[config.mk]
export PLATFORM = sky130hd
export DESIGN_NAME = hazard_controller_flat
export DESIGN_NICKNAME = d
export VERILOG_FILES = /design/src/rtl/hazard_controller_if.sv /design/src/rtl/hazard_controller.sv /design/src/flat_wrapper.sv
export SDC_FILE = /design/constraint.sdc
export NUM_CORES = 1
export LEC_CHECK = 0
export ABC_AREA = 1
export CORE_MARGIN = 1.5
export CORE_UTILIZATION = 40
export CTS_BUF_LIST = sky130_fd_sc_hd__clkbuf_16
export DETAILED_ROUTE_END_ITERATION = 10
export GPL_ROUTABILITY_DRIVEN = 0
export PLACE_DENSITY_LB_ADDON = 0.05
export SLEW_MARGIN = 5
export SYNTH_ARGS = -nofsm -noshare
export SYNTH_HDL_FRONTEND = slang
export SYNTH_SLANG_ARGS = --single-unit
[constraint.sdc]
create_clock -name clk -period 2.9 [get_ports clk]
set_clock_uncertainty 0.05 [all_clocks]
set_input_delay 0.435 -clock clk [delete_from_list [all_inputs] [get_ports clk]]
set_output_delay 0.435 -clock clk [all_outputs]
set_load 0.05 [all_outputs]
[src/rtl/hazard_controller_if.sv]
// Hazard controller bundle: pipeline register fields in, stall/flush/forward controls out.
interface hazard_controller_if;
  logic [3:0] RA1D, RA2D;
  logic [3:0] RA1E, RA2E;
  logic [3:0] WA3E, WA3M, WA3W;
  logic       RegWriteE, MemtoRegE;
  logic       RegWriteM, RegWriteW;
  logic       PCSrcD, PCSrcE;
  logic       BranchTakenE;
  logic       StuckE;
  logic [1:0] ForwardAE, ForwardBE;
  logic       StallF, StallD, StallE;
  logic       FlushD, FlushE, FlushM;
  logic       Busy;

  modport master (
    output RA1D, RA2D, RA1E, RA2E,
    output WA3E, WA3M, WA3W,
    output RegWriteE, MemtoRegE,
    output RegWriteM, RegWriteW,
    output PCSrcD, PCSrcE,
    output BranchTakenE, StuckE,
    input  ForwardAE, ForwardBE,
    input  StallF, StallD, StallE,
    input  FlushD, FlushE, FlushM,
    input  Busy
  );

  modport slave (
    input  RA1D, RA2D, RA1E, RA2E,
    input  WA3E, WA3M, WA3W,
    input  RegWriteE, MemtoRegE,
    input  RegWriteM, RegWriteW,
    input  PCSrcD, PCSrcE,
    input  BranchTakenE, StuckE,
    output ForwardAE, ForwardBE,
    output StallF, StallD, StallE,
    output FlushD, FlushE, FlushM,
    output Busy
  );
endinterface

[src/rtl/hazard_controller.sv]
// Hazard controller: load-use stalls, branch flushes,
// multi-cycle execute holds and operand forwarding.
module hazard_controller #(
  parameter int unsigned STUCK_CYCLES = 4
) (
  input  logic clk,
  input  logic rst,
  hazard_controller_if.slave hz
);

  typedef enum logic [1:0] {
    RUN     = 2'd0,
    MULTI   = 2'd1,
    RELEASE = 2'd2
  } state_e;

  localparam logic [3:0] CNT_INIT =
    (STUCK_CYCLES > 2) ? 4'(STUCK_CYCLES - 3) : 4'd0;

  state_e     state_q, state_d;
  logic [3:0] cnt_q, cnt_d;
  logic       busy_q, busy_d;
  logic       pcsrc_m_q, pcsrc_m_d;
  logic       pcsrc_w_q;
  logic       mstall;
  logic       ldstall;
  logic       pc_pend;
  logic       ld_match;

  always_comb begin
    mstall  = 1'b0;
    state_d = state_q;
    cnt_d   = cnt_q;
    unique case (state_q)
      RUN: begin
        mstall = hz.StuckE & ~hz.BranchTakenE;
        if (mstall) begin
          state_d = (STUCK_CYCLES == 2) ? RELEASE : MULTI;
          cnt_d   = CNT_INIT;
        end
      end
      MULTI: begin
        mstall = 1'b1;
        if (cnt_q == 4'd0) state_d = RELEASE;
        else               cnt_d   = cnt_q - 4'd1;
      end
      // departing op still drives StuckE here
      RELEASE: state_d = RUN;
      default: state_d = RUN;
    endcase
    busy_d    = (state_d != RUN);
    pcsrc_m_d = mstall ? 1'b0 : hz.PCSrcE;
  end

  always_ff @(posedge clk) begin
    if (rst) begin
      state_q   <= RUN;
      cnt_q     <= 4'd0;
      busy_q    <= 1'b0;
      pcsrc_m_q <= 1'b0;
      pcsrc_w_q <= 1'b0;
    end else begin
      state_q   <= state_d;
      cnt_q     <= cnt_d;
      busy_q    <= busy_d;
      pcsrc_m_q <= pcsrc_m_d;
      pcsrc_w_q <= pcsrc_m_q;
    end
  end

  assign ld_match = (hz.WA3E == hz.RA1D) |
                    (hz.WA3E == hz.RA2D);
  assign ldstall  = hz.MemtoRegE & hz.RegWriteE &
                    ld_match & ~mstall;
  assign pc_pend  = hz.PCSrcD | hz.PCSrcE | pcsrc_m_q;

  function automatic logic [1:0] fwd_sel(
    input logic [3:0] ra
  );
    if (hz.RegWriteM && ra == hz.WA3M)      return 2'b10;
    else if (hz.RegWriteW && ra == hz.WA3W) return 2'b01;
    else                                    return 2'b00;
  endfunction

  assign hz.StallF = ~rst & (ldstall | pc_pend | mstall);
  assign hz.StallD = ~rst & (ldstall | mstall);
  assign hz.StallE = ~rst & mstall;
  assign hz.FlushM = ~rst & mstall;
  assign hz.FlushE = ~rst & (ldstall | hz.BranchTakenE) & ~mstall;
  assign hz.FlushD = ~rst & ~mstall &
                     (pc_pend | pcsrc_w_q | hz.BranchTakenE);
  assign hz.ForwardAE = rst ? 2'b00 : fwd_sel(hz.RA1E);
  assign hz.ForwardBE = rst ? 2'b00 : fwd_sel(hz.RA2E);
  assign hz.Busy      = ~rst & busy_q;

endmodule
[src/flat_wrapper.sv]
// flat-port wrapper written by rule: the top's interface ports become plain ports
module hazard_controller_flat 
#(
  parameter int unsigned STUCK_CYCLES = 4
)
  (clk, rst, hz_RA1D, hz_RA2D, hz_RA1E, hz_RA2E, hz_WA3E, hz_WA3M, hz_WA3W, hz_RegWriteE, hz_MemtoRegE, hz_RegWriteM, hz_RegWriteW, hz_PCSrcD, hz_PCSrcE, hz_BranchTakenE, hz_StuckE, hz_ForwardAE, hz_ForwardBE, hz_StallF, hz_StallD, hz_StallE, hz_FlushD, hz_FlushE, hz_FlushM, hz_Busy);
  hazard_controller_if hz_i ();
  input  logic clk;
  input  logic rst;
  input wire logic [$bits(hz_i.RA1D)-1:0] hz_RA1D;
  input wire logic [$bits(hz_i.RA2D)-1:0] hz_RA2D;
  input wire logic [$bits(hz_i.RA1E)-1:0] hz_RA1E;
  input wire logic [$bits(hz_i.RA2E)-1:0] hz_RA2E;
  input wire logic [$bits(hz_i.WA3E)-1:0] hz_WA3E;
  input wire logic [$bits(hz_i.WA3M)-1:0] hz_WA3M;
  input wire logic [$bits(hz_i.WA3W)-1:0] hz_WA3W;
  input wire logic [$bits(hz_i.RegWriteE)-1:0] hz_RegWriteE;
  input wire logic [$bits(hz_i.MemtoRegE)-1:0] hz_MemtoRegE;
  input wire logic [$bits(hz_i.RegWriteM)-1:0] hz_RegWriteM;
  input wire logic [$bits(hz_i.RegWriteW)-1:0] hz_RegWriteW;
  input wire logic [$bits(hz_i.PCSrcD)-1:0] hz_PCSrcD;
  input wire logic [$bits(hz_i.PCSrcE)-1:0] hz_PCSrcE;
  input wire logic [$bits(hz_i.BranchTakenE)-1:0] hz_BranchTakenE;
  input wire logic [$bits(hz_i.StuckE)-1:0] hz_StuckE;
  output wire logic [$bits(hz_i.ForwardAE)-1:0] hz_ForwardAE;
  output wire logic [$bits(hz_i.ForwardBE)-1:0] hz_ForwardBE;
  output wire logic [$bits(hz_i.StallF)-1:0] hz_StallF;
  output wire logic [$bits(hz_i.StallD)-1:0] hz_StallD;
  output wire logic [$bits(hz_i.StallE)-1:0] hz_StallE;
  output wire logic [$bits(hz_i.FlushD)-1:0] hz_FlushD;
  output wire logic [$bits(hz_i.FlushE)-1:0] hz_FlushE;
  output wire logic [$bits(hz_i.FlushM)-1:0] hz_FlushM;
  output wire logic [$bits(hz_i.Busy)-1:0] hz_Busy;
  assign hz_i.RA1D = hz_RA1D;
  assign hz_i.RA2D = hz_RA2D;
  assign hz_i.RA1E = hz_RA1E;
  assign hz_i.RA2E = hz_RA2E;
  assign hz_i.WA3E = hz_WA3E;
  assign hz_i.WA3M = hz_WA3M;
  assign hz_i.WA3W = hz_WA3W;
  assign hz_i.RegWriteE = hz_RegWriteE;
  assign hz_i.MemtoRegE = hz_MemtoRegE;
  assign hz_i.RegWriteM = hz_RegWriteM;
  assign hz_i.RegWriteW = hz_RegWriteW;
  assign hz_i.PCSrcD = hz_PCSrcD;
  assign hz_i.PCSrcE = hz_PCSrcE;
  assign hz_i.BranchTakenE = hz_BranchTakenE;
  assign hz_i.StuckE = hz_StuckE;
  assign hz_ForwardAE = hz_i.ForwardAE;
  assign hz_ForwardBE = hz_i.ForwardBE;
  assign hz_StallF = hz_i.StallF;
  assign hz_StallD = hz_i.StallD;
  assign hz_StallE = hz_i.StallE;
  assign hz_FlushD = hz_i.FlushD;
  assign hz_FlushE = hz_i.FlushE;
  assign hz_FlushM = hz_i.FlushM;
  assign hz_Busy = hz_i.Busy;
  hazard_controller #(.STUCK_CYCLES(STUCK_CYCLES)) u_core (.clk(clk), .rst(rst), .hz(hz_i));
endmodule
Word level (Yosys, flattened, before mapping):

Cells that the tools add are included.

* multiply operators: 0
* reductions and logical operators: 10
* div/mod/pow operators: 0
* $add $sub $neg: 1
* mux-type cells: 13
* $lt $le $gt $ge: 0
* bitwise logic cells: 24
* equality and inequality tests: 9
* shift-type cells: 0

Operator list (number)
* $eq 4x4->1: 6
* $and 1x1->1: 12
* $mux 2: 6
* $or 1x1->1: 9
* $mux 4: 2
* $pmux 4 s2: 1
* $logic_and 1x1->1: 4
* $logic_not 4->1: 1
* $pmux 2 s2: 1
* $reduce_bool 2->1: 2
* $sub 4x1->4 const B: 1
* $not 1->1: 3
* $reduce_and 3->1: 1
* $eq 2x1->1 const B: 1
* $logic_not 2->1: 1
* $mux 1: 2
* $ne 2x1->1 const B: 1
* $ne 2x2->1 const B: 1
* $pmux 1 s2: 1
* $reduce_or 2->1: 1

* logic and storage cells: 62
* latch bits: 0
* memory bits (read-only): 0
* memories: 0
* bits in registers: 9
* input bits: 38
* output and inout bits: 11
* bits in writable memories: 0

Longest topological paths before layout:

Gate-level depths: netlist (run 1).

* depth after elaboration: 8
* gate-level depth with buffers: 8

Least setup slack after synthesis (run 1):

No wires, ideal clock.

* path type: input-to-output
* from: input hz_WA3M[0]
* to: output hz_ForwardAE[1]
* setup slack: 0.536 ns
* stages on the path: 4
* data arrival time: 1.879 ns
* data required time: 2.415 ns
* path buffers: 0
* cell sequence: inv_1 > a21boi_0 > nand3_1 > nor3b_1

* longest elaborated chain between the ends: 4

RTL lines
* start, declared: line flat_wrapper.sv:15 `input wire logic [$bits(hz_i.WA3M)-1:0] hz_WA3M;`
* $eq 4x4->1: line hazard_controller.sv:80 `if (hz.RegWriteM && ra == hz.WA3M) return 2'b10;`
* $logic_and 1x1->1: line hazard_controller.sv:80
* $mux 2: line hazard_controller.sv:80
* $mux 2: line hazard_controller.sv:92 `assign hz.ForwardAE = rst ? 2'b00 : fwd_sel(hz.RA1E);`
* end, declared: line flat_wrapper.sv:25 `output wire logic [$bits(hz_i.ForwardAE)-1:0] hz_ForwardAE;`

Every way passes these cells.

Worst setup path after layout (run 1):

* from: input hz_WA3E[1]
* to: output hz_FlushE

* longest elaborated chain between the ends: 7

RTL lines
* start, declared: line flat_wrapper.sv:14 `input wire logic [$bits(hz_i.WA3E)-1:0] hz_WA3E;`
* $eq 4x4->1 (on tied branches): line hazard_controller.sv:71, hazard_controller.sv:72
* $or 1x1->1 (*): line hazard_controller.sv:71 `assign ld_match = (hz.WA3E == hz.RA1D) |`
* $and 1x1->1 (*): line hazard_controller.sv:73 `assign ldstall = hz.MemtoRegE & hz.RegWriteE &`
* $and 1x1->1 (*): line hazard_controller.sv:74 `ld_match & ~mstall;`
* $or 1x1->1 (*): line hazard_controller.sv:89 `assign hz.FlushE = ~rst & (ldstall | hz.BranchTakenE) & ~mstall;`
* $and 1x1->1 (*) (2 in a row): line hazard_controller.sv:89
* end, declared: line flat_wrapper.sv:31 `output wire logic [$bits(hz_i.FlushE)-1:0] hz_FlushE;`

Every way passes the cells marked *; elsewhere a longest branch is shown, timed or not.

==> run metrics, run 1 <==
status finished, final reports clean; peak supply drop 0.405 mV; Max transition margin between 60% and 70%; final setup margin ~0.58 ns; number of setup buffers added after CTS 0; HP Class flop to flop; Critical Path RT 2.41 ns; port bufs 48; post-synthesis sequential area ratio 20.5%; Die Area about 2500 um2; PD cells 390 nW/um2; global-route wire length before repair between 4000 and 5000 um; DP HPWL 1990 um; initial antenna violation count 0; Leak 0.779 nW; compound-gate portion of the synthesized area 9.84%; commonest non-fill, non-tap cell in the layout nand2_1; total gr overflow 0; critical-path cell with the highest stage delay clkdlybuf4s50_1; Area Overhead vs Synth 68.5%; clock sinks 9; Syn Area/Cell 5.45 um2; largest family of logic cells by synthesized area simple AND/OR/NAND/NOR gates; part of the cycle the worst path needs 80.0%; hold buffer count at CTS 0; DIE WIDTH ~50 um; total CTS buffers 3; Via density 4.74; core area 2020 um2; critical path's largest stage delay around 0.5 ns; Syn Std Cell Area 877 um2; Setup crit start kind input port; largest net degree at the start of global routing 12; CTS tree done; Slew Limit Fails 0; Post-Synth Adder-Cell Area 1.43%; total wire length between 2000 and 2500 um; vias 1133; Boundary Pins between 40 and 50; Max Fclk ~430 MHz; fraction of layout instances using a drive strength above 1 11.3%; gr usage total a little over a fifth; root buf cell clkbuf_16; Worst Path Buf+Inv 3; post-synth cell types 25; Bufs on Longest Clock Path 2; post-cts resize count 0; worst r2r src u_core.cnt_q[0]; Syn Nets 200; average wire per standard cell roughly 10 um; cells after synthesis 161; Nets 252; Die Y 49.8 um; post-synthesis mux area share 0%; Routed Antenna Nets 0; CP startpoint hz_WA3E[1]; most frequent CP cell nand2_1; final hold viol count 0; Ys Warns 0; Worst-path clk slew 0.04 ns; hold_sp u_core.pcsrc_m_q; most frequent cells in the layout nand2_1, inv_1, clkdlybuf4s50_1, nor2_1, dfxtp_1; worst slew pin tran slightly below 0.5 ns; XOR/XNOR Fraction of Synth Area around 4.0%; FF+latch count, synth 9; Setup violations, final 0; ant diodes 0; CP cell instances clkdlybuf4s50_1 -> inv_1 -> nand2_1 -> nand2_1 -> nor2_1 -> nand2_1 -> nand2_1 -> nand2_1 -> a21oi_1 -> buf_12; starting DRC count in detailed routing 10; clock latency on the worst-skew pair 0.23 ns; Min Clock Period, post-route 2.32 ns; Pre-antenna DRT Iters 4; WP data arrival 1.84 ns; Synth Area in Simple Gates between 40% and 50%; CP delay by family, top buffers and inverters; Core Rows 16; worst reg-to-reg setup slack 1.58 ns; Max Cap Viol 0; Initial Utilization 43.4%; RSZ-0062 raised after global routing no; WS Path Type input port to output port; drt drc 0; vias in the first global route 1048; H-tree level count 1; pre-CTS setup slack 0.599 ns; Critical Path Sink Type output port; setup TNS 0 ns; Crit Path Max Fanout 3
==> worst paths after layout <==
path | endpoint | cells past startpoint
worst max register to register | u_core.cnt_q[3] | 8
worst max-delay path | hz_FlushE | 10
worst min-delay path | u_core.pcsrc_w_q | 2
worst min register to register | u_core.pcsrc_w_q | 2
==> logic make-up after synthesis <==
logic type,count (synthesis)
adder cells (fa/ha/maj),1
flip-flops,9
AO/OA/AOI/OAI,15
AND/OR/NAND/NOR,90
buffers and inverters,42
XOR/XNOR,4
==> cell usage after synthesis (all sizes together) <==
cell type  number  share of area [%]
nand2          50                 22
inv            40                 17
nor2           19                8.4
dfxtp           9                 21
nand3           9                6.3
a21oi           6                3.4
nor3            5                2.9
o22ai           5                3.6
nand4           3                2.1
buf             2                1.4
nor3b           2                2.3
o21ai           2                1.1
xnor2           2                2.0
xor2            2                2.0
a21boi          1               0.86
ha              1                1.4
nor2b           1               0.71
o21a            1               0.86
or2             1               0.71
==> worst register-to-register path: stages, from the launching register on <==
cell,delay [ns]
dfxtp_1,0.34
inv_1,0.07
ha_1,0.24
nand3_2,0.10
nand2_2,0.08
nand2_2,0.11
nand2_2,0.07
nor2_1,0.12
nor3b_2,0.06
==> metal layers <==
metal  track usage, %  share of wire, %
met5                0                 0
met1             23.2                41
met4             4.17              0.40
met3             6.06               7.2
met2             41.6                51
==> cell type report <==
type	instances	area (um2)
Tap cell	27	33.8
Fill cell	179	544
Inverter	40	150
Clock buffer	3	75.1
Clock inverter	1	3.75
Sequential cell	9	180
Timing Repair Buffer	49	500
Multi-Input combinational cell	110	534
==> state kept, by name, summed over array words and instances (netlist names) <==
register          count
u_core.pcsrc_w_q      1
u_core.cnt_q          4
u_core.pcsrc_m_q      1
u_core.busy_q         1
u_core.state_q        2
==> through the flow <==
stage               utilization, %  cell area, um2  instances  total power [W]  hold WS [ns]
floorplan                        -             877        161         0.000247         0.353
finish                        73.1            1480        239         0.000576         0.371
CTS                           73.1            1480        239         0.000581         0.370
global route                  73.1            1480        239         0.000609         0.411
detailed placement            69.2            1400        235         0.000337         0.363
global placement              69.2            1400        235         0.000333         0.362
==> power breakdown <==
group / total (W) / internal (W) / switching (W) / leakage, nW
combinational: 0.000202 / 0.0000955 / 0.000107 / 0.664
sequential: 0.000136 / 0.000132 / 0.00000391 / 0.0736
clock: 0.000238 / 0.000180 / 0.0000582 / 0.0423
total: 0.000576 / 0.000407 / 0.000169 / 0.779
Power figures use the tool's default switching activity.
==> inputs of run 2 (changes only) <==
--- a/config.mk
+++ b/config.mk
@@ -7,7 +7,7 @@
 export LEC_CHECK = 0
 export ABC_AREA = 1
 export CORE_MARGIN = 1.5
-export CORE_UTILIZATION = 40
+export CORE_UTILIZATION = 38
 export CTS_BUF_LIST = sky130_fd_sc_hd__clkbuf_16
 export DETAILED_ROUTE_END_ITERATION = 10
 export GPL_ROUTABILITY_DRIVEN = 0
==> constraint.sdc (replaced) <==
create_clock -name clk -period 2.2 [get_ports clk]
set_clock_uncertainty 0.05 [all_clocks]
set_input_delay 0.33 -clock clk [delete_from_list [all_inputs] [get_ports clk]]
set_output_delay 0.33 -clock clk [all_outputs]
set_load 0.05 [all_outputs]
==> run metrics, run 2 (synthesized netlist as in run 1, its figures left out) <==
Area Overhead vs Synth 80.5%; met2 Track Usage GR 38.1%; Fill cells 184; Bufs on Longest Clock Path 2; DIE WIDTH 51.0 um; Internal between 0.0005 and 0.0006 W; fin area 1580 um2; Crit Path Max Fanout 3; Global Route met3 Usage 7.31%; Slew Limit Fails 0; Sequential cell area 180 um2; placed cell areas approximately 1500 um2; commonest non-fill, non-tap cell in the layout nand2_1; average wire per standard cell 10.3 um; Max transition margin between 70% and 80%; total wire length approximately 2500 um; Sw Ratio 29.1%; final hold viol count 0; vias in the first global route approximately 1100; status finished, final reports clean; Nets 252; H-tree level count 1; Pre-antenna DRT Iters 4; WS Path Type input port to output port; Setup violations, final 0; DP HPWL 1970 um; worst slew pin tran 0.363 ns; PD cells 499 nW/um2; drt drc 0; setup TNS 0 ns; total gr overflow 0; HP Class flop to flop; core area 2190 um2; Reg with most FFs u_core.cnt_q; Via density 4.60; Largest register FFs 4; most frequent cells in the layout nand2_1, inv_1, clkdlybuf4s50_1, nor2_1, buf_12; hold buffer count at CTS 0; largest net degree at the start of global routing 9; starting DRC count in detailed routing 20; Min Clock Period, post-route 2.07 ns; Routed Antenna Nets 0; Largest regs u_core.cnt_q: 4 flops, u_core.state_q: 2 flops; gr usage total a little over 20%; Critical Path RT 1.82 ns; global-route wire length before repair 4140 um; WP data arrival approximately 1.7 ns; Max Cap Viol 0; critical path's largest stage delay ~0.48 ns; gr busiest metal met2; vias ~1100; part of the cycle the worst path needs 94.3%; Switch Pwr 0.000230 W; Critical Path Sink Type output port; CP cell instances clkdlybuf4s50_1 -> inv_1 -> a21boi_0 -> nand3_1 -> nor3b_1 -> buf_12; fraction of layout instances using a drive strength above 1 12.7%; pre-CTS setup slack 0.114 ns; Boundary Pins 49; Leak 0.808 nW; Flop pwr share 22.7%; Core Rows 17; Die Y 51.0 um; area of the multi-input gates around 540 um2; critical-path cell with the highest stage delay clkdlybuf4s50_1; met1 usage 22.2%; ant diodes 0; part of the power in combinational logic 37.2%; total CTS buffers 3; final setup margin 0.126 ns; clock latency on the worst-skew pair about 0.23 ns; Hold Slack 0.378 ns; Initial Utilization 40.0%; initial antenna violation count 0; Max Fclk a little under 500 MHz; Setup crit start kind input port; CTS tree done; peak supply drop roughly 0.66 mV; Worst-path clk slew 0.04 ns; Core Util, Final 72.2%; port bufs 48; Die Area approximately 2600 um2; clock power share ~40%; clock sinks 9; root buf cell clkbuf_16
-- run 2: cell count changes in the layout (fill, tap and decap cells not counted), sizes merged --
| cell | previous run | this run |
|---|---|---|
| buf | 11 | 12 |
| clkdlybuf4s50 | 38 | 37 |
-- run 2: worst paths after layout --
path,from,depth (start not counted),slack (ns),to
worst max-delay path,hz_WA3M[0],6,0.13,hz_ForwardAE[1]
worst min register to register,u_core.pcsrc_m_q,2,0.38,u_core.pcsrc_w_q
worst min-delay path,u_core.pcsrc_m_q,2,0.38,u_core.pcsrc_w_q
worst max register to register,u_core.cnt_q[0],8,0.86,u_core.cnt_q[3]
-- run 2: routing by layer --
layer | part of all wire (%) | vias up | wire length (um)
met3 | 7.0 | 2 | 173
met2 | 51 | 35 | 1270
met1 | 41 | 477 | 1020
met5 | 0 | - | 0
li1 | - | 590 | -
met4 | 0.57 | 0 | 14
-- run 2: critical path: cells and delay by family --
family | cells | cell delay, ns
AO/OA/AOI/OAI | 1 | 0.17
buffers and inverters | 3 | 0.74
AND/OR/NAND/NOR | 2 | 0.46
-- run 2: through the flow --
stage | power [W] | cells
global placement | 0.000465 | 236
global route | 0.000829 | 240
detailed placement | 0.000471 | 236
floorplan | 0.000326 | 161
finish | 0.000790 | 240
CTS | 0.000792 | 240
-- run 2: what timing repair did --
action	CTS	global route
setup buffers	0	0
setup endpoints to repair	0	2
gates resized for setup	0	2
-- run 2: power groups by stage --
stage          combinational, W  sequential, W  clock [W]
6_report               0.000294       0.000180   0.000316
5_1_grt                0.000322       0.000180   0.000326
2_1_floorplan          0.000145       0.000181          0
3_3_place_gp           0.000284       0.000181          0
4_1_cts                0.000295       0.000179   0.000318
3_5_place_dp           0.000289       0.000182          0
-- run 2: cell type report --
type / count / area share (%)
clock buffers: 3 / 4.74
multi-input cells: 110 / 34.2
well taps: 28 / 2.21
inverters: 40 / 9.49
repair buffers: 49 / 37.8
clock inverters: 1 / 0.237
flip-flops and latches: 9 / 11.4
